## src/rtl/midi_note_tracker_pkg.sv

```systemverilog
// midi_note_tracker_pkg: shared MIDI status codes, parser states and stack ops.
// Ports: none (package).
package midi_note_tracker_pkg;

    localparam logic [3:0] NOTE_OFF = 4'h8;
    localparam logic [3:0] NOTE_ON  = 4'h9;
    localparam logic [3:0] CC       = 4'hB;
    localparam logic [3:0] PROG     = 4'hC;
    localparam logic [3:0] CHPRESS  = 4'hD;

    localparam logic [7:0] SYSEX    = 8'hF0;
    localparam logic [7:0] EOX      = 8'hF7;
    localparam logic [7:0] RT_MIN   = 8'hF8;

    localparam logic [6:0] CC_ALL_NOTES_OFF = 7'd123;
    localparam logic [6:0] CC_ALL_SOUND_OFF = 7'd120;

    typedef enum logic [1:0] {
        ST_IDLE,
        ST_DATA1,
        ST_DATA2,
        ST_SYSEX
    } parse_state_e;

    typedef enum logic [1:0] {
        OP_NONE,
        OP_PUSH,
        OP_REMOVE,
        OP_CLEAR
    } stack_op_e;

    // Voice messages carry two data bytes except program change
    // and channel pressure.
    function automatic logic has_two_data(input logic [3:0] hi);
        return !(hi == PROG || hi == CHPRESS);
    endfunction

endpackage

```

## src/rtl/midi_note_stack.sv

```systemverilog
// midi_note_stack: last-note-priority stack of held keys, entry 0 is newest.
// Ports: clk/rst_n, i_op/i_note/i_vel op request; o_top_* newest entry,
//        o_empty, o_top_changed (push, or top changed while non-empty).
module midi_note_stack
    import midi_note_tracker_pkg::*;
#(
    parameter int DEPTH = 4
) (
    input  logic      clk,
    input  logic      rst_n,
    input  stack_op_e i_op,
    input  logic [6:0] i_note,
    input  logic [6:0] i_vel,
    output logic [6:0] o_top_note,
    output logic [6:0] o_top_vel,
    output logic       o_empty,
    output logic       o_top_changed
);

    localparam int IW = (DEPTH > 1) ? $clog2(DEPTH) : 1;

    logic [DEPTH-1:0] r_vld;
    logic [6:0]       r_note [DEPTH];
    logic [6:0]       r_vel  [DEPTH];
    logic             r_evt;

    logic [DEPTH-1:0] w_vld;
    logic [6:0]       w_note [DEPTH];
    logic [6:0]       w_vel  [DEPTH];
    logic             w_evt;
    logic             w_hit;
    logic [IW-1:0]    w_idx;

    // Held notes are unique, so at most one entry matches.
    always_comb begin
        w_hit = 1'b0;
        w_idx = '0;
        for (int i = DEPTH - 1; i >= 0; i--) begin
            if (r_vld[i] && r_note[i] == i_note) begin
                w_hit = 1'b1;
                w_idx = IW'(i);
            end
        end
    end

    always_comb begin
        w_vld  = r_vld;
        w_note = r_note;
        w_vel  = r_vel;
        w_evt  = 1'b0;
        unique case (i_op)
            OP_PUSH: begin
                // Shift down to the slot of a retriggered note; entries
                // below it stay. Without a hit the oldest falls off.
                for (int i = 1; i < DEPTH; i++) begin
                    if (!(w_hit && i > int'(w_idx))) begin
                        w_vld[i]  = r_vld[i-1];
                        w_note[i] = r_note[i-1];
                        w_vel[i]  = r_vel[i-1];
                    end
                end
                w_vld[0]  = 1'b1;
                w_note[0] = i_note;
                w_vel[0]  = i_vel;
                w_evt     = 1'b1;
            end
            OP_REMOVE: begin
                if (w_hit) begin
                    for (int i = 0; i < DEPTH - 1; i++) begin
                        if (i >= int'(w_idx)) begin
                            w_vld[i]  = r_vld[i+1];
                            w_note[i] = r_note[i+1];
                            w_vel[i]  = r_vel[i+1];
                        end
                    end
                    w_vld[DEPTH-1] = 1'b0;
                    w_evt = (w_idx == '0) && w_vld[0];
                end
            end
            OP_CLEAR: begin
                w_vld = '0;
            end
            default: begin
            end
        endcase
    end

    always_ff @(posedge clk or negedge rst_n) begin
        if (!rst_n) begin
            r_vld <= '0;
            r_evt <= 1'b0;
            for (int i = 0; i < DEPTH; i++) begin
                r_note[i] <= '0;
                r_vel[i]  <= '0;
            end
        end else begin
            r_vld  <= w_vld;
            r_note <= w_note;
            r_vel  <= w_vel;
            r_evt  <= w_evt;
        end
    end

    assign o_top_note    = r_note[0];
    assign o_top_vel     = r_vel[0];
    assign o_empty       = ~|r_vld;
    assign o_top_changed = r_evt;

endmodule

```

## src/rtl/midi_note_tracker.sv

```systemverilog
// midi_note_tracker: MIDI byte parser with running status feeding a note stack.
// Ports: clk/rst_n; rx_data/rx_valid byte in; note/velocity/note_valid/gate
//        monophonic output; parse_err data byte without running status.
module midi_note_tracker
    import midi_note_tracker_pkg::*;
#(
    parameter logic [3:0] CHANNEL     = 4'd0,
    parameter bit         OMNI        = 1'b0,
    parameter int         STACK_DEPTH = 4
) (
    input  logic       clk,
    input  logic       rst_n,
    input  logic [7:0] rx_data,
    input  logic       rx_valid,
    output logic [7:0] note,
    output logic [6:0] velocity,
    output logic       note_valid,
    output logic       gate,
    output logic       parse_err
);

    parse_state_e r_state;
    logic [7:0]   r_status;
    logic         r_rs_valid;
    logic [6:0]   r_d1;
    logic         r_parse_err;
    logic [6:0]   r_note;
    logic [6:0]   r_vel;
    logic         r_note_valid;
    logic         r_gate;

    logic       w_rt;
    logic       w_voice;
    logic       w_d1;
    logic       w_d2;
    logic       w_ch_ok;
    stack_op_e  w_op;
    logic [6:0] w_top_note;
    logic [6:0] w_top_vel;
    logic       w_empty;
    logic       w_top_changed;

    assign w_rt    = rx_data >= RT_MIN;
    assign w_voice = rx_data[7] && (rx_data < SYSEX);
    // An idle parser with running status takes a data byte as byte 1.
    assign w_d1    = rx_valid && !rx_data[7] &&
                     (r_state == ST_DATA1 ||
                      (r_state == ST_IDLE && r_rs_valid));
    assign w_d2    = rx_valid && !rx_data[7] && (r_state == ST_DATA2);
    assign w_ch_ok = OMNI || (r_status[3:0] == CHANNEL);

    always_comb begin
        w_op = OP_NONE;
        if (w_d2 && w_ch_ok) begin
            unique case (r_status[7:4])
                NOTE_ON:
                    w_op = (rx_data[6:0] != '0) ? OP_PUSH : OP_REMOVE;
                NOTE_OFF:
                    w_op = OP_REMOVE;
                CC:
                    if (r_d1 == CC_ALL_NOTES_OFF ||
                        r_d1 == CC_ALL_SOUND_OFF)
                        w_op = OP_CLEAR;
                default: begin
                end
            endcase
        end
    end

    always_ff @(posedge clk or negedge rst_n) begin
        if (!rst_n) begin
            r_state     <= ST_IDLE;
            r_status    <= '0;
            r_rs_valid  <= 1'b0;
            r_d1        <= '0;
            r_parse_err <= 1'b0;
        end else begin
            r_parse_err <= 1'b0;
            if (rx_valid && !w_rt) begin
                if (r_state == ST_SYSEX) begin
                    if (rx_data == EOX) begin
                        r_state    <= ST_IDLE;
                        r_rs_valid <= 1'b0;
                    end else if (w_voice) begin
                        r_status   <= rx_data;
                        r_rs_valid <= 1'b1;
                        r_state    <= ST_DATA1;
                    end
                end else if (w_voice) begin
                    r_status   <= rx_data;
                    r_rs_valid <= 1'b1;
                    r_state    <= ST_DATA1;
                end else if (rx_data == SYSEX) begin
                    r_state    <= ST_SYSEX;
                    r_rs_valid <= 1'b0;
                end else if (rx_data[7]) begin
                    r_state    <= ST_IDLE;
                    r_rs_valid <= 1'b0;
                end else if (w_d1) begin
                    r_d1    <= rx_data[6:0];
                    r_state <= has_two_data(r_status[7:4]) ?
                               ST_DATA2 : ST_IDLE;
                end else if (w_d2) begin
                    r_state <= ST_IDLE;
                end else begin
                    r_parse_err <= 1'b1;
                end
            end
        end
    end

    midi_note_stack #(
        .DEPTH(STACK_DEPTH)
    ) u_stack (
        .clk          (clk),
        .rst_n        (rst_n),
        .i_op         (w_op),
        .i_note       (r_d1),
        .i_vel        (rx_data[6:0]),
        .o_top_note   (w_top_note),
        .o_top_vel    (w_top_vel),
        .o_empty      (w_empty),
        .o_top_changed(w_top_changed)
    );

    // On an emptied stack note/velocity keep their last value.
    always_ff @(posedge clk or negedge rst_n) begin
        if (!rst_n) begin
            r_note       <= '0;
            r_vel        <= '0;
            r_note_valid <= 1'b0;
            r_gate       <= 1'b0;
        end else begin
            r_gate       <= !w_empty;
            r_note_valid <= w_top_changed;
            if (w_top_changed) begin
                r_note <= w_top_note;
                r_vel  <= w_top_vel;
            end
        end
    end

    assign note       = {1'b0, r_note};
    assign velocity   = r_vel;
    assign note_valid = r_note_valid;
    assign gate       = r_gate;
    assign parse_err  = r_parse_err;

endmodule
```

## config.mk

```make
export PLATFORM = sky130hd
export DESIGN_NAME = midi_note_tracker
export DESIGN_NICKNAME = d
export VERILOG_FILES = /design/src/rtl/midi_note_tracker_pkg.sv /design/src/rtl/midi_note_stack.sv /design/src/rtl/midi_note_tracker.sv
export SDC_FILE = /design/constraint.sdc
export NUM_CORES = 1
export LEC_CHECK = 0
export ABC_CLOCK_PERIOD_IN_PS = 4800
export CORE_MARGIN = 2
export CORE_UTILIZATION = 45
export CTS_BUF_LIST = sky130_fd_sc_hd__clkbuf_8
export DETAILED_ROUTE_END_ITERATION = 8
export GPL_TIMING_DRIVEN = 1
export HOLD_SLACK_MARGIN = 0.03
export SLEW_MARGIN = 10
export SYNTH_ARGS = -nofsm -noshare
export SYNTH_HDL_FRONTEND = slang
export SYNTH_SLANG_ARGS = --single-unit
```

## constraint.sdc

```tcl
create_clock -name clk -period 4.8 [get_ports clk]
set_input_delay 1.44 -clock clk [delete_from_list [all_inputs] [get_ports clk]]
set_output_delay 1.44 -clock clk [all_outputs]
set_load 0.05 [all_outputs]
```

==> summary.md <==
| Metric | Value |
|---|---|
| Syn Nets | 398 |
| # nets final | 429 |
| Synth warn | 0 |
| Residual DRC count | 0 |
| Mean routed wirelength per cell | between 15 and 20 um |
| Vias in the first global route | 3078 |
| Synth area leader | dfrtp_1 |
| Seq/Total Area, Yosys | between 40 and 50% |
| Die H | ~110 um |
| Hold_buf cts | 0 |
| CP max-delay cell | clkdlybuf4s50_1 |
| Crit. End Element | flip-flop |
| Top post-synthesis cells by count | dfrtp_1 (96), mux2_2 (77), nand2_1 (21), o21ai_0 (19) |
| Period utilization | 88.2% |
| Drt first pass iters | 4 |
| I/O Buffers | 27 |
| Std-Cell Rows | 38 |
| Post-layout min period | 4.23 ns |
| Worst Reg-to-Reg Cells | 10 |
| Crit-path max FO | 14 |
| Clock Skews | roughly 0.015 ns |
| Core Footprint | 10800 um^2 |
| Post-CTS sizing | 0 |
| Simple-gate share of the synthesized area | between 8 and 9% |
| Starting Density | a little under half |
| Pwr Density | 340 nW/um^2 |
| Setup ws final | around 0.57 ns |
| DRT iter0 DRCs | ~130 |
| Synth Area in XOR/XNOR | under 10% |
| Count of pins over their slew limit | 0 |
| Placed Cells | 543 |
| Via density | 5.35 |
| Global Route Usage Sum | 19.1% |
| Global-route wire length before repair | 16700 um |
| Cell variety after synth | 55 |
| CTS sink count | 96 |
| CP arrival | 4.51 ns |
| Fin area | 5580 um^2 |
| Post-layout util | 51.7% |
| Layout cell share with drive strength beyond 1 | between 30% and 40% |
| Grt ovf | 0 |
| CTS tree | built |
| Hold path cells | 1 |
| CTS buffer count | 9 |
| Crit path largest cell delay | 0.51 ns |
| CTS H-tree lvls | 3 |
| Root Buffer | clkbuf_8 |
| Crit path kind | input pin to flip-flop |
| Crit start category | input pin |
| Setup Viol. Count Final | 0 |
| Worst VDD drop | 167 uV |
| Fillers | slightly below 1k |
| LEAKAGE | 2.51 nW |
| Initial antenna violation count | 0 |
| Area growth syn-to-layout | 12.9% |
| Post-synth EDFFs | 0 |
| Pin count of the biggest net entering global routing | 72 |
| Largest cells by area after synthesis | dfrtp_1 (49%), mux2_2 (18%), mux2i_1 (3.2%) |
| Final ANT Viol Nets | 0 |
| Die area | 11800 um^2 |
| Req. time, crit path | 5.07 ns |
| Status | complete, no violations |
| Tightest Pin Transition | between 0.9 and 1 ns |
| Mean Syn Cell Area | approximately 13 um^2 |
| DRT Wirelength | roughly 10000 um |
| Cell chain of the critical path | clkdlybuf4s50_1 -> nor3_1 -> nand2b_1 -> o41ai_1 -> nor3b_1 -> o21ai_1 -> inv_1 -> ha_2 -> buf_4 -> nand2_1 -> o31a_1 -> nor2_2 -> buf_12 -> mux2_1 |
| TNS Setup | 0 ns |
| Syn Inst Count | 383 |
| Compound-Gate Fraction of Synth Area | 5.62% |
| Relative slew slack | 38.0% |
| Non-Filler Instances | 558 |
| #FFs+latches synth | 96 |
| Worst Hold Class | flip-flop to flip-flop |
| Mux cell area share after synthesis | a little over a quarter |
| Worst-skew pair later-pin latency | 0.39 ns |
| Clock transition at path regs | 0.10 ns |
| Async set-reset flop share out of synthesis | between 90% and 100% |
| Final HPWL DP | 6830 um |
| Placement Setup Slack | 0.196 ns |
| Synth top area share | between 40% and 50% |
| Antenna Cells | 0 |
| MaxCap Viol Count | 0 |
| Mapped cell area | 4940 um^2 |
| I/O Pins | 29 |
| CTS max path bufs | 2 |
| Setup repair bufs after CTS | 0 |
| Die width | 109 um |
| DR vias | 2984 |
| Placed cell areas | roughly 5400 um^2 |
| Post-Synth Adder-Cell Area | slightly above 1% |
| RSZ-0062 raised after global routing | false |
| Routability cong. | 0.788 |
| Top FF cell, synth | dfrtp_1 |
| Fmax | 236 MHz |
| Count leader, synth | dfrtp_1 |
| Largest family of logic cells by synthesized area | multiplexers |
| Final Hold Viols | 0 |
[placed cells by master (no fill, tap or decap), types with 7 or more instances in the layout]
master | synthesis | layout
buf_4 | 5 | 15
clkbuf_8 | 0 | 10
clkdlybuf4s50_1 | 0 | 26
dfrtp_1 | 96 | 96
inv_1 | 9 | 9
mux2_1 | 12 | 12
mux2_2 | 77 | 77
mux2_4 | 10 | 10
mux2i_1 | 16 | 16
nand2_1 | 21 | 21
nand4_1 | 7 | 7
o21ai_0 | 19 | 19
xnor2_1 | 16 | 16
xnor2_2 | 7 | 7
[worst max-delay path: cells and delay by family]
kind                       cells  cell delay [ns]
muxes                          1             0.33
and+or+nand+nor                5             0.81
buffers and inverters          4             1.06
adders and majority gates      1             0.23
AOI/OAI and AO/OA              3             0.63
[power by group]
group          leakage (nW)  switching (mW)  internal [mW]
Clock                 0.100           0.301          0.258
Sequential             1.29           0.134          0.864
Combinational          1.12           0.151          0.187
Total                  2.51           0.587           1.31
[per-stage QoR]
stage	hold WS (ns)	power (mW)
detailed placement	0.476	1.36
finish	0.495	1.90
CTS	0.503	1.92
floorplan	0.451	1.30
global route	0.519	1.99
global placement	0.464	1.36
[kinds of logic after synthesis]
family / count (synthesis)
compound gates: 42
xor+xnor: 29
fa+ha+maj: 4
buf+inv: 32
flops: 96
mux: 115
other cells: 1
simple gates: 64
[worst paths after layout]
kind / startpoint / end / slack (ns)
min in group asynchronous: rst_n / r_d1[5] / 1.19
max in group asynchronous: rst_n / u_stack.o_top_note[6] / 2.70
hold reg to reg: r_rs_valid / r_rs_valid / 0.50
hold / removal: r_rs_valid / r_rs_valid / 0.50
setup / recovery: rx_data[3] / u_stack.r_note[8] / 0.57
setup reg to reg: r_status[1] / u_stack.r_note[8] / 1.44
[state kept, by name (all words and copies together), names as in the netlist, 2 cells and up, named ones only]
signal,cells
r_d1,7
r_note,7
r_state,2
r_status,8
u_stack.o_top_note,7
u_stack.o_top_vel,7
u_stack.r_note,21
u_stack.r_vel,21
u_stack.r_vld,3
velocity,7
[metal layers]
| layer | global-route usage (%) | part of all wire [%] | vias up |
|---|---|---|---|
| li1 | - | - | 1420 |
| met1 | 27.2 | 49 | 1512 |
| met2 | 28.6 | 47 | 37 |
| met3 | 2.63 | 1.9 | 15 |
| met4 | 9.25 | 2.3 | 0 |
| met5 | 0 | 0 | - |
[cell type report]
cell class / instances / area, um^2 / area share (%)
Tap cell: 140 / 175 / 3.14
Multi-Input combinational cell: 255 / 2350 / 42.1
Clock buffer: 10 / 138 / 2.47
Timing Repair Buffer: 43 / 413 / 7.40
Inverter: 9 / 33.8 / 0.606
Sequential cell: 96 / 2400 / 43.1
Clock inverter: 5 / 66.3 / 1.19
Power figures use the tool's default switching activity.
